==> config.mk <==
export PLATFORM = sky130hd
export DESIGN_NAME = reset_sequencer
export DESIGN_NICKNAME = d
export VERILOG_FILES = /design/src/rtl/reset_sequencer.sv
export SDC_FILE = /design/constraint.sdc
export NUM_CORES = 1
export LEC_CHECK = 0
export ABC_AREA = 1
export CAP_MARGIN = 20
export CELL_PAD_IN_SITES_DETAIL_PLACEMENT = 0
export CELL_PAD_IN_SITES_GLOBAL_PLACEMENT = 1
export CORE_MARGIN = 10
export CORE_UTILIZATION = 49
export CTS_CLUSTER_SIZE = 24
export DETAILED_ROUTE_END_ITERATION = 16
export GPL_TIMING_DRIVEN = 0
export PLACE_DENSITY_LB_ADDON = 0.1
export REMOVE_ABC_BUFFERS = 1
export SYNTH_ARGS = -nofsm -noshare
export SYNTH_HDL_FRONTEND = slang
export SYNTH_SLANG_ARGS = --single-unit
==> constraint.sdc <==
create_clock -name CLK -period 4.27 [get_ports CLK]
set_clock_uncertainty 0.2 [all_clocks]
set_input_delay 0.854 -clock CLK [delete_from_list [all_inputs] [get_ports CLK]]
set_output_delay 0.854 -clock CLK [all_outputs]
set_load 0.005 [all_outputs]
==> src/rtl/reset_sequencer.sv <==
// reset_sequencer: ordered reset release for flash, SDRAM controller,
// peripherals and CPU. Each stage dwells for a whole number of "steps"
// (STEP_CYCLES clocks each) before the next domain is released. The SDRAM
// stage waits for the controller's init handshake, with a timeout.
// A CPU/peripheral-only soft reset can be run from S_RUN.
// SEQ_STATE exposes the FSM state for debug and checkers.
module reset_sequencer #(
    parameter int STEP_CYCLES     = 50000,
    parameter int HOLD_STEPS      = 2,
    parameter int FLASH_STEPS     = 1,
    parameter int SDRAM_TMO_STEPS = 200,
    parameter int SOFT_STEPS      = 1
) (
    input  logic       CLK,
    input  logic       SYS_RESET_N,
    input  logic       RESET_IN_N,
    input  logic       SOFT_RESET_REQ,
    input  logic       SDRAM_INIT_DONE,
    output logic       FLASH_RESET_N,
    output logic       SDRAM_RESET_N,
    output logic       PERIPH_RESET_N,
    output logic       CPU_RESET_N,
    output logic       SEQ_DONE,
    output logic [2:0] SEQ_STATE,
    output logic       SDRAM_TIMEOUT
);

    typedef enum logic [2:0] {
        S_HOLD   = 3'd0,
        S_FLASH  = 3'd1,
        S_SDRAM  = 3'd2,
        S_PERIPH = 3'd3,
        S_RUN    = 3'd4,
        S_SOFT   = 3'd5
    } state_t;

    localparam logic [15:0] PRESC_LAST = 16'(STEP_CYCLES - 1);

    state_t      state;
    state_t      state_nx;
    logic [15:0] presc;
    logic [15:0] presc_nx;
    logic [7:0]  steps;
    logic [7:0]  steps_nx;
    logic        tmo_nx;

    logic [1:0]  rin_sync;
    logic [1:0]  done_sync;
    logic [2:0]  req_sync;

    logic        rin_ok;
    logic        done_ok;
    logic        soft_rise;
    logic [7:0]  dwell_last;
    logic        step_end;

    assign rin_ok    = rin_sync[1];
    assign done_ok   = done_sync[1];
    // Third stage only serves the edge detector; the FSM acts on stage two.
    assign soft_rise = req_sync[1] & ~req_sync[2];
    assign SEQ_STATE = state;

    // Two-flop synchronizers for the asynchronous inputs, plus an edge stage for the request.
    always_ff @(posedge CLK or negedge SYS_RESET_N) begin
        if (!SYS_RESET_N) begin
            rin_sync  <= 2'b00;
            done_sync <= 2'b00;
            req_sync  <= 3'b000;
        end else begin
            rin_sync  <= {rin_sync[0], RESET_IN_N};
            done_sync <= {done_sync[0], SDRAM_INIT_DONE};
            req_sync  <= {req_sync[1:0], SOFT_RESET_REQ};
        end
    end

    // Last step index of the current state's dwell (dwell N -> index N-1).
    always_comb begin
        dwell_last = 8'd0;
        case (state)
            S_HOLD:   dwell_last = 8'(HOLD_STEPS - 1);
            S_FLASH:  dwell_last = 8'(FLASH_STEPS - 1);
            S_SDRAM:  dwell_last = 8'(SDRAM_TMO_STEPS - 1);
            S_PERIPH: dwell_last = 8'd0;
            S_SOFT:   dwell_last = 8'(SOFT_STEPS - 1);
            default:  dwell_last = 8'd0;
        endcase
    end

    assign step_end = (presc == PRESC_LAST) && (steps == dwell_last);

    // Next-state, timeout flag and step timer; a low synced RESET_IN_N overrides everything.
    always_comb begin
        state_nx = state;
        tmo_nx   = SDRAM_TIMEOUT;
        if (!rin_ok) begin
            state_nx = S_HOLD;
        end else begin
            case (state)
                S_HOLD:   if (step_end) state_nx = S_FLASH;
                S_FLASH:  if (step_end) state_nx = S_SDRAM;
                S_SDRAM: begin
                    // Init-done takes precedence over a coincident timeout.
                    if (done_ok) begin
                        state_nx = S_PERIPH;
                    end else if (step_end) begin
                        state_nx = S_PERIPH;
                        tmo_nx   = 1'b1;
                    end
                end
                S_PERIPH: if (step_end) state_nx = S_RUN;
                S_RUN:    if (soft_rise) state_nx = S_SOFT;
                S_SOFT:   if (step_end) state_nx = S_PERIPH;
                default:  state_nx = S_HOLD;
            endcase
        end
        if (state_nx == S_HOLD) begin
            tmo_nx = 1'b0;
        end

        // Timer restarts on every state change, stays idle in S_RUN and
        // while the upstream reset is asserted.
        if ((state_nx != state) || !rin_ok || (state == S_RUN)) begin
            presc_nx = 16'd0;
            steps_nx = 8'd0;
        end else if (presc == PRESC_LAST) begin
            presc_nx = 16'd0;
            steps_nx = steps + 8'd1;
        end else begin
            presc_nx = presc + 16'd1;
            steps_nx = steps;
        end
    end

    // State, timer and outputs; outputs are decoded from the next state so they move with it.
    always_ff @(posedge CLK or negedge SYS_RESET_N) begin
        if (!SYS_RESET_N) begin
            state          <= S_HOLD;
            presc          <= 16'd0;
            steps          <= 8'd0;
            SDRAM_TIMEOUT  <= 1'b0;
            FLASH_RESET_N  <= 1'b0;
            SDRAM_RESET_N  <= 1'b0;
            PERIPH_RESET_N <= 1'b0;
            CPU_RESET_N    <= 1'b0;
            SEQ_DONE       <= 1'b0;
        end else begin
            state          <= state_nx;
            presc          <= presc_nx;
            steps          <= steps_nx;
            SDRAM_TIMEOUT  <= tmo_nx;
            FLASH_RESET_N  <= (state_nx != S_HOLD);
            SDRAM_RESET_N  <= (state_nx inside {S_SDRAM, S_PERIPH, S_RUN, S_SOFT});
            PERIPH_RESET_N <= (state_nx inside {S_PERIPH, S_RUN});
            CPU_RESET_N    <= (state_nx == S_RUN);
            SEQ_DONE       <= (state_nx == S_RUN);
        end
    end

endmodule

==> flow_summary_export.csv, run 1 <==
group,metric,value,unit
status,status,"completed",
cts,postCtsHoldBufs,0,
detailed_routing,wirelength,3640,µm
setup_path,cpMaxStageDelayCell,"nand3_4",
setup_path,cp.arrival,2.65,ns
cts,clk_latency,0.29,ns
logic_synthesis,ys_types,33,
setup_path,start_kind,"flip-flop",
detailed_routing,ant_nets,0,
power_and_ir_drop,power.share.clock,36.6,%
power_and_ir_drop,p_leak,1.07,nW
worst_hold_path,hold_class,"flip-flop to flip-flop",
global_route,grt_max_degree,40,
cts,cts_tree,"done",
floorplan,initial_core_util,50.4,%
cts,clk_pin_slew,0.07,ns
cts,clock_sinks,39,
cells_and_area,drive_gt1_share,17.9,%
cells_and_area,n_fill_cell,412,
cells_and_area,area_delta_synth_final,9.75,%
cells_and_area,nets,258,
global_route,globalRouteOverflowTotal,0,
cts,cts-resized-gates,0,
detailed_routing,wl_per_cell,12.0,µm
sta,tightest_slew,0.853,ns
power_and_ir_drop,power_frac_seq,58.8,%
floorplan,die_w,86.7,µm
cells_and_area,diodes,0,
logic_synthesis,ys_ff_latch,39,
setup_path,slowest_delay,0.49,ns
logic_synthesis,netlist_instances,235,
power_and_ir_drop,power,644,µW
power_and_ir_drop,irDropWorstVdd,0.000163,V
floorplan,die_h,86.7,µm
floorplan,ioPinCount,14,
floorplan,die_area,7520,µm²
setup_path,cpMostUsedCell,"nand2_2",
cells_and_area,final_core_util,55.4,%
cts,cts-htree-levels,2,
place,hpwl,2640,µm
global_route,grt_antenna_before_repair,0,
place,io_buffer_count,13,
detailed_routing,via_per_inst,4.73,
detailed_routing,first_pass_iters,4,
setup_path,path_cells,"ha_1, nand2_2, nor2_2, nand3_2, nor2_8, nand3_4, nand2_2, nand3_2, nand2_2, nand2_4, nand2_4, nand3_4, nor2_1",
setup_path,worstSetupPathType,"flip-flop to flip-flop",
detailed_routing,drc_errors,0,
place,place.gp.congestion,0.777,
power_and_ir_drop,p_switching,147,µW
global_route,grt_usage,11.1,%
power_and_ir_drop,cellPowerDensity,269,nW/µm²
sta,slew_headroom,43.2,%
setup_path,critPathBufInv,0,
job,drv_cap,0,
sta,fmax,0.377,GHz
logic_synthesis,synth_area_per_cell,9.28,µm²
sta,hold_viol,0,
power_and_ir_drop,p_comb_share,4.5,%
setup_path,critPathCaptureType,"flip-flop",
setup_path,crit_family,"simple AND/OR/NAND/NOR gates",
sta,setup_tns,0,ns
power_and_ir_drop,p_int,498,µW
power_and_ir_drop,sw_frac_of_total,22.8,%
detailed_routing,vias,1437,
sta,setup_viol,0,
setup_path,cp_max_fo,24,
logic_synthesis,syn-cell-area,2180,µm²
detailed_routing,drtIter0Drc,28,
logic_synthesis,yosysSeqAreaShare,44.8,%
cts,cts_buffer_depth,2,
global_route,grt_pass1_wl,6760,µm
logic_synthesis,synth_warnings,0,
sta,slew_violations,0,
setup_path,worstPathRequired,4.27,ns
floorplan,core_area,4320,µm²
global_route,grt_pass1_vias,1523,
cts,post_cts_buffers,0,
sta,fin_crit,2.65,ns
sta,period_share,62.1,%
cts,cts_root_buf,"clkbuf_8",
floorplan,placementRows,24,
sta,rsz0062_at_grt,"false",
cts,numCtsBuffers,5,
[area by class of cell]
cell class | count | area (µm²) | share of cell area, %
clock inverter | 1 | 5.00 | 0.209
timing repair buffer | 13 | 125 | 5.23
sequential | 39 | 976 | 40.8
inverter | 33 | 124 | 5.18
tap | 52 | 65.1 | 2.72
multi-input combinational | 159 | 1020 | 42.7
clock buffer | 7 | 76.3 | 3.19
[flip-flops by register name (all words and copies together) (netlist names)]
name            cells
SEQ_DONE            1
FLASH_RESET_N       1
SEQ_STATE           3
req_sync            3
PERIPH_RESET_N      1
presc              16
steps               8
rin_sync            2
SDRAM_TIMEOUT       1
SDRAM_RESET_N       1
done_sync           2
[cells in the mapped netlist (all sizes together)]
| cell | instances | area share [%] |
|---|---|---|
| nand2 | 51 | 10 |
| nor2 | 50 | 16 |
| dfrtp | 39 | 45 |
| inv | 33 | 5.7 |
| nand3 | 16 | 5.5 |
| xor2 | 7 | 2.8 |
| nand4 | 6 | 2.4 |
| o21ai | 6 | 1.4 |
| xnor2 | 5 | 2.0 |
| buf | 4 | 2.7 |
| nand3b | 3 | 1.0 |
| nor3 | 3 | 0.69 |
| ha | 2 | 1.1 |
| o211ai | 2 | 0.69 |
| o21bai | 2 | 0.69 |
| a21oi | 1 | 0.23 |
| a31oi | 1 | 0.29 |
| a32oi | 1 | 0.40 |
| and2 | 1 | 0.29 |
| nor4 | 1 | 0.29 |
| o41ai | 1 | 0.40 |
[placed cells by master, fill, tap and decap left out, types with 2 or more instances in the layout]
master and instances:
dfrtp_1 39, nand3_2 3, clkdlybuf4s50_1 12, o21bai_1 2, ha_1 2, nor2_1 27
o21ai_0 5, nor3_1 3, nand2_4 2, nand4_1 5, o211ai_1 2, nor2_2 2
nand3b_1 3, xnor2_1 5, nand2_1 43, nor2_4 20, clkbuf_8 5, nand2_2 6
xor2_1 7, inv_1 32, clkbuf_1 2, nand3_4 2, nand3_1 11
[final timing paths]
path	end	cells past startpoint	slack, ns	start
min reg2reg	rin_sync[1]	0	0.15	rin_sync[0]
max in group asynchronous	presc[10]	1	2.86	SYS_RESET_N
max reg2reg	steps[7]	13	1.62	presc[0]
min	rin_sync[1]	0	0.15	rin_sync[0]
min in group asynchronous	steps[0]	1	0.47	SYS_RESET_N
max	steps[7]	13	1.62	presc[0]
[power groups by stage]
stage	Sequential [mW]	Clock, mW	Combinational, mW
final	0.379	0.236	0.0292
after global routing	0.380	0.263	0.0334
after CTS	0.379	0.248	0.0304
after detailed placement	0.386	0	0.0303
after global placement	0.386	0	0.0307
after floorplan	0.385	0	0.0174
[layer usage]
layer | wire (µm) | vias up | global-route usage (%)
met5 | 0 | - | 0
met4 | 55 | 0 | 3.98
met3 | 128 | 6 | 3.56
met2 | 1760 | 13 | 18.5
met1 | 1700 | 651 | 13.0
li1 | - | 767 | -
[cells by family (layout without fill, tap and decap cells)]
family                     count (synthesis)  after routing  share of synthesized area (%)
AOI/OAI and AO/OA                         14             14                           4.07
xor gates and xnor gates                  12             12                           4.82
adders and majority gates                  2              2                           1.15
buffers and inverters                     37             54                           8.38
DFF                                       39             39                           44.8
and+or+nand+nor                          131            131                           36.8
[metrics by stage]
step	cells	worst slack [ns]	hold slack (ns)	area (µm²)
floorplan	231	1.93	0.131	2120
global placement	296	1.17	0.133	2320
global route	304	1.34	0.163	2390
finish	304	1.62	0.148	2390
CTS	304	1.56	0.152	2390
detailed placement	296	1.58	0.135	2310
[worst register-to-register path: stages, from the launching register on]
cell,delay (ns)
dfrtp_1,0.37
ha_1,0.23
nand2_2,0.07
nor2_2,0.11
nand3_2,0.12
nor2_8,0.22
nand3_4,0.11
nand2_2,0.08
nand3_2,0.06
nand2_2,0.10
nand2_4,0.08
nand2_4,0.08
nand3_4,0.49
nor2_1,0.26
(Power assumes the default switching activity.)
==> inputs of run 2 (changes only) <==
CORE_UTILIZATION = 41   (was 49)
clock period = 2.3 ns   (was 4.27 ns; I/O delays follow)
==> flow_summary_export.csv, run 2 (same netlist as run 1, synthesis figures left out) <==
group,metric,value,unit
status,status,"completed",
cells_and_area,top_register,"presc",
power_and_ir_drop,p_leak,1.19,nW
sta,setup_tns,0,ns
place,place_area,2330,µm²
setup_path,worstPathRequired,2.33,ns
power_and_ir_drop,power.share.clock,46.8,%
setup_path,r2r-start,"presc[0]",
place,pre_cts_ws,-0.439,ns
setup_path,cp_max_fo,6,
place,dp_cells,314,
cells_and_area,largest_registers,"presc (16), steps (8)",
global_route,grt_usage,10.8,%
floorplan,placementRows,26,
detailed_routing,wirelength,4350,µm
floorplan,die_h,92.9,µm
floorplan,die_area,8640,µm²
cells_and_area,multi_input_area,1100,µm²
setup_path,cpMaxStageDelayCell,"dfrtp_1",
cts,cts_root_buf,"clkbuf_8",
sta,fmax,0.455,GHz
setup_path,critPathBufInv,1,
sta,holdWs,0.0746,ns
setup_path,start_kind,"flip-flop",
detailed_routing,via_per_inst,4.62,
setup_path,slowest_delay,0.42,ns
cts,numCtsBuffers,5,
global_route,grt_pass1_vias,1548,
cts,cts_tree,"done",
power_and_ir_drop,irDropWorstVdd,0.000293,V
cells_and_area,most-common-layout-cells,"42 x nand2_1, 37 x dfrtp_1, 31 x inv_1, 22 x nor2_4, 22 x nor2_1",
job,drv_cap,0,
cells_and_area,nets,272,
sta,setup_slack,0.101,ns
sta,setup_viol,0,
floorplan,ioPinCount,14,
setup_path,crit_family,"simple AND/OR/NAND/NOR gates",
global_route,grt_pass1_wl,7510,µm
cells_and_area,area_delta_synth_final,23.3,%
power_and_ir_drop,p_comb_share,5.2,%
floorplan,die_w,92.9,µm
setup_path,critPathCaptureType,"flip-flop",
global_route,grt_antenna_before_repair,0,
power_and_ir_drop,power_frac_seq,48.0,%
setup_path,crit_start,"presc[0]",
detailed_routing,first_pass_iters,4,
detailed_routing,drtIter0Drc,41,
sta,fin_crit,2.20,ns
cells_and_area,layout_commonest_cell,"nand2_1",
sta,period_share,95.6,%
power_and_ir_drop,p_int,1.16,mW
cells_and_area,regArea,978,µm²
setup_path,worstSetupPathType,"flip-flop to flip-flop",
cells_and_area,diodes,0,
setup_path,cp.arrival,2.23,ns
floorplan,initial_core_util,42.4,%
cts,cts-htree-levels,2,
global_route,globalRouteOverflowTotal,0,
cells_and_area,largest_reg_flops,16,
power_and_ir_drop,p_switching,310,µW
sta,slew_headroom,42.4,%
detailed_routing,vias,1552,
detailed_routing,ant_nets,0,
sta,hold_viol,0,
cts,cts_buffer_depth,2,
setup_path,path_cells,"ha_4, nand2_2, nor2_4, nand3_4, nor2_8, nand3_4, nand2_2, nand3_2, nand2_4, nand2_4, nand2_4, nand3_4, clkbuf_16, nor2_4",
place,hpwl,2640,µm
place,place.gp.congestion,0.766,
sta,slew_violations,0,
power_and_ir_drop,cellPowerDensity,546,nW/µm²
global_route,grt_max_degree,40,
sta,tightest_slew,0.864,ns
cts,clock_sinks,39,
detailed_routing,wl_per_cell,12.9,µm
floorplan,core_area,5140,µm²
cts,clk_latency,0.29,ns
cells_and_area,finalNonFillerCells,336,
power_and_ir_drop,power,1.47,mW
cts,clk_pin_slew,0.08,ns
worst_hold_path,hold_class,"input pin to async pin",
cells_and_area,n_fill_cell,524,
power_and_ir_drop,sw_frac_of_total,21.1,%
cells_and_area,postLayoutCellArea,2690,µm²
detailed_routing,drc_errors,0,
place,io_buffer_count,13,
cells_and_area,final_core_util,52.3,%
cells_and_area,drive_gt1_share,26.7,%
[run 2: what timing repair did]
| item | CTS | global route |
|---|---|---|
| cloned | 1 | 1 |
| hold buffers | 0 | 0 |
| hold endpoints to repair | 0 | 0 |
| endpoints found under the setup margin | 24 | 26 |
| pin swaps | 3 | 4 |
| buffers inserted | 5 | 7 |
| resized for setup | 3 | 14 |
[run 2: final timing paths]
kind                             endpoint  slack (ns)  cells past startpoint
max                             presc[14]        0.10                     14
min                        PERIPH_RESET_N        0.07                      1
max reg2reg                     presc[14]        0.10                     14
min reg2reg                   rin_sync[1]        0.15                      0
max in group asynchronous    SEQ_STATE[0]        1.24                      1
min in group CLK              rin_sync[1]        0.15                      0
[run 2: area by class of cell]
class	instances	area share [%]
repair buffers	26	9.87
flip-flops and latches	39	36.4
well taps	70	3.26
clock inverters	3	2.51
inverters	33	4.61
multi-input cells	160	40.8
clock buffers	5	2.56
[run 2: routing by layer]
layer	routed length [µm]	vias up	track usage, %
met3	187	4	3.23
met1	2010	728	13.3
met5	0	-	0
met2	2110	20	17.7
li1	-	800	-
met4	42	0	3.08
[run 2: power groups by stage]
stage / sequential (mW) / clock, mW / combinational [mW]
after floorplan: 0.715 / 0 / 0.0323
after global placement: 0.717 / 0 / 0.0580
after detailed placement: 0.717 / 0 / 0.0574
after CTS: 0.703 / 0.705 / 0.0696
after global routing: 0.707 / 0.738 / 0.0859
final: 0.705 / 0.688 / 0.0763
==> inputs of run 3 (changes only) <==
CAP_MARGIN = 15   (was 20)
==> results of run 3 <==
Same layout as run 2: the final DEF is identical, and so are final timing and power.
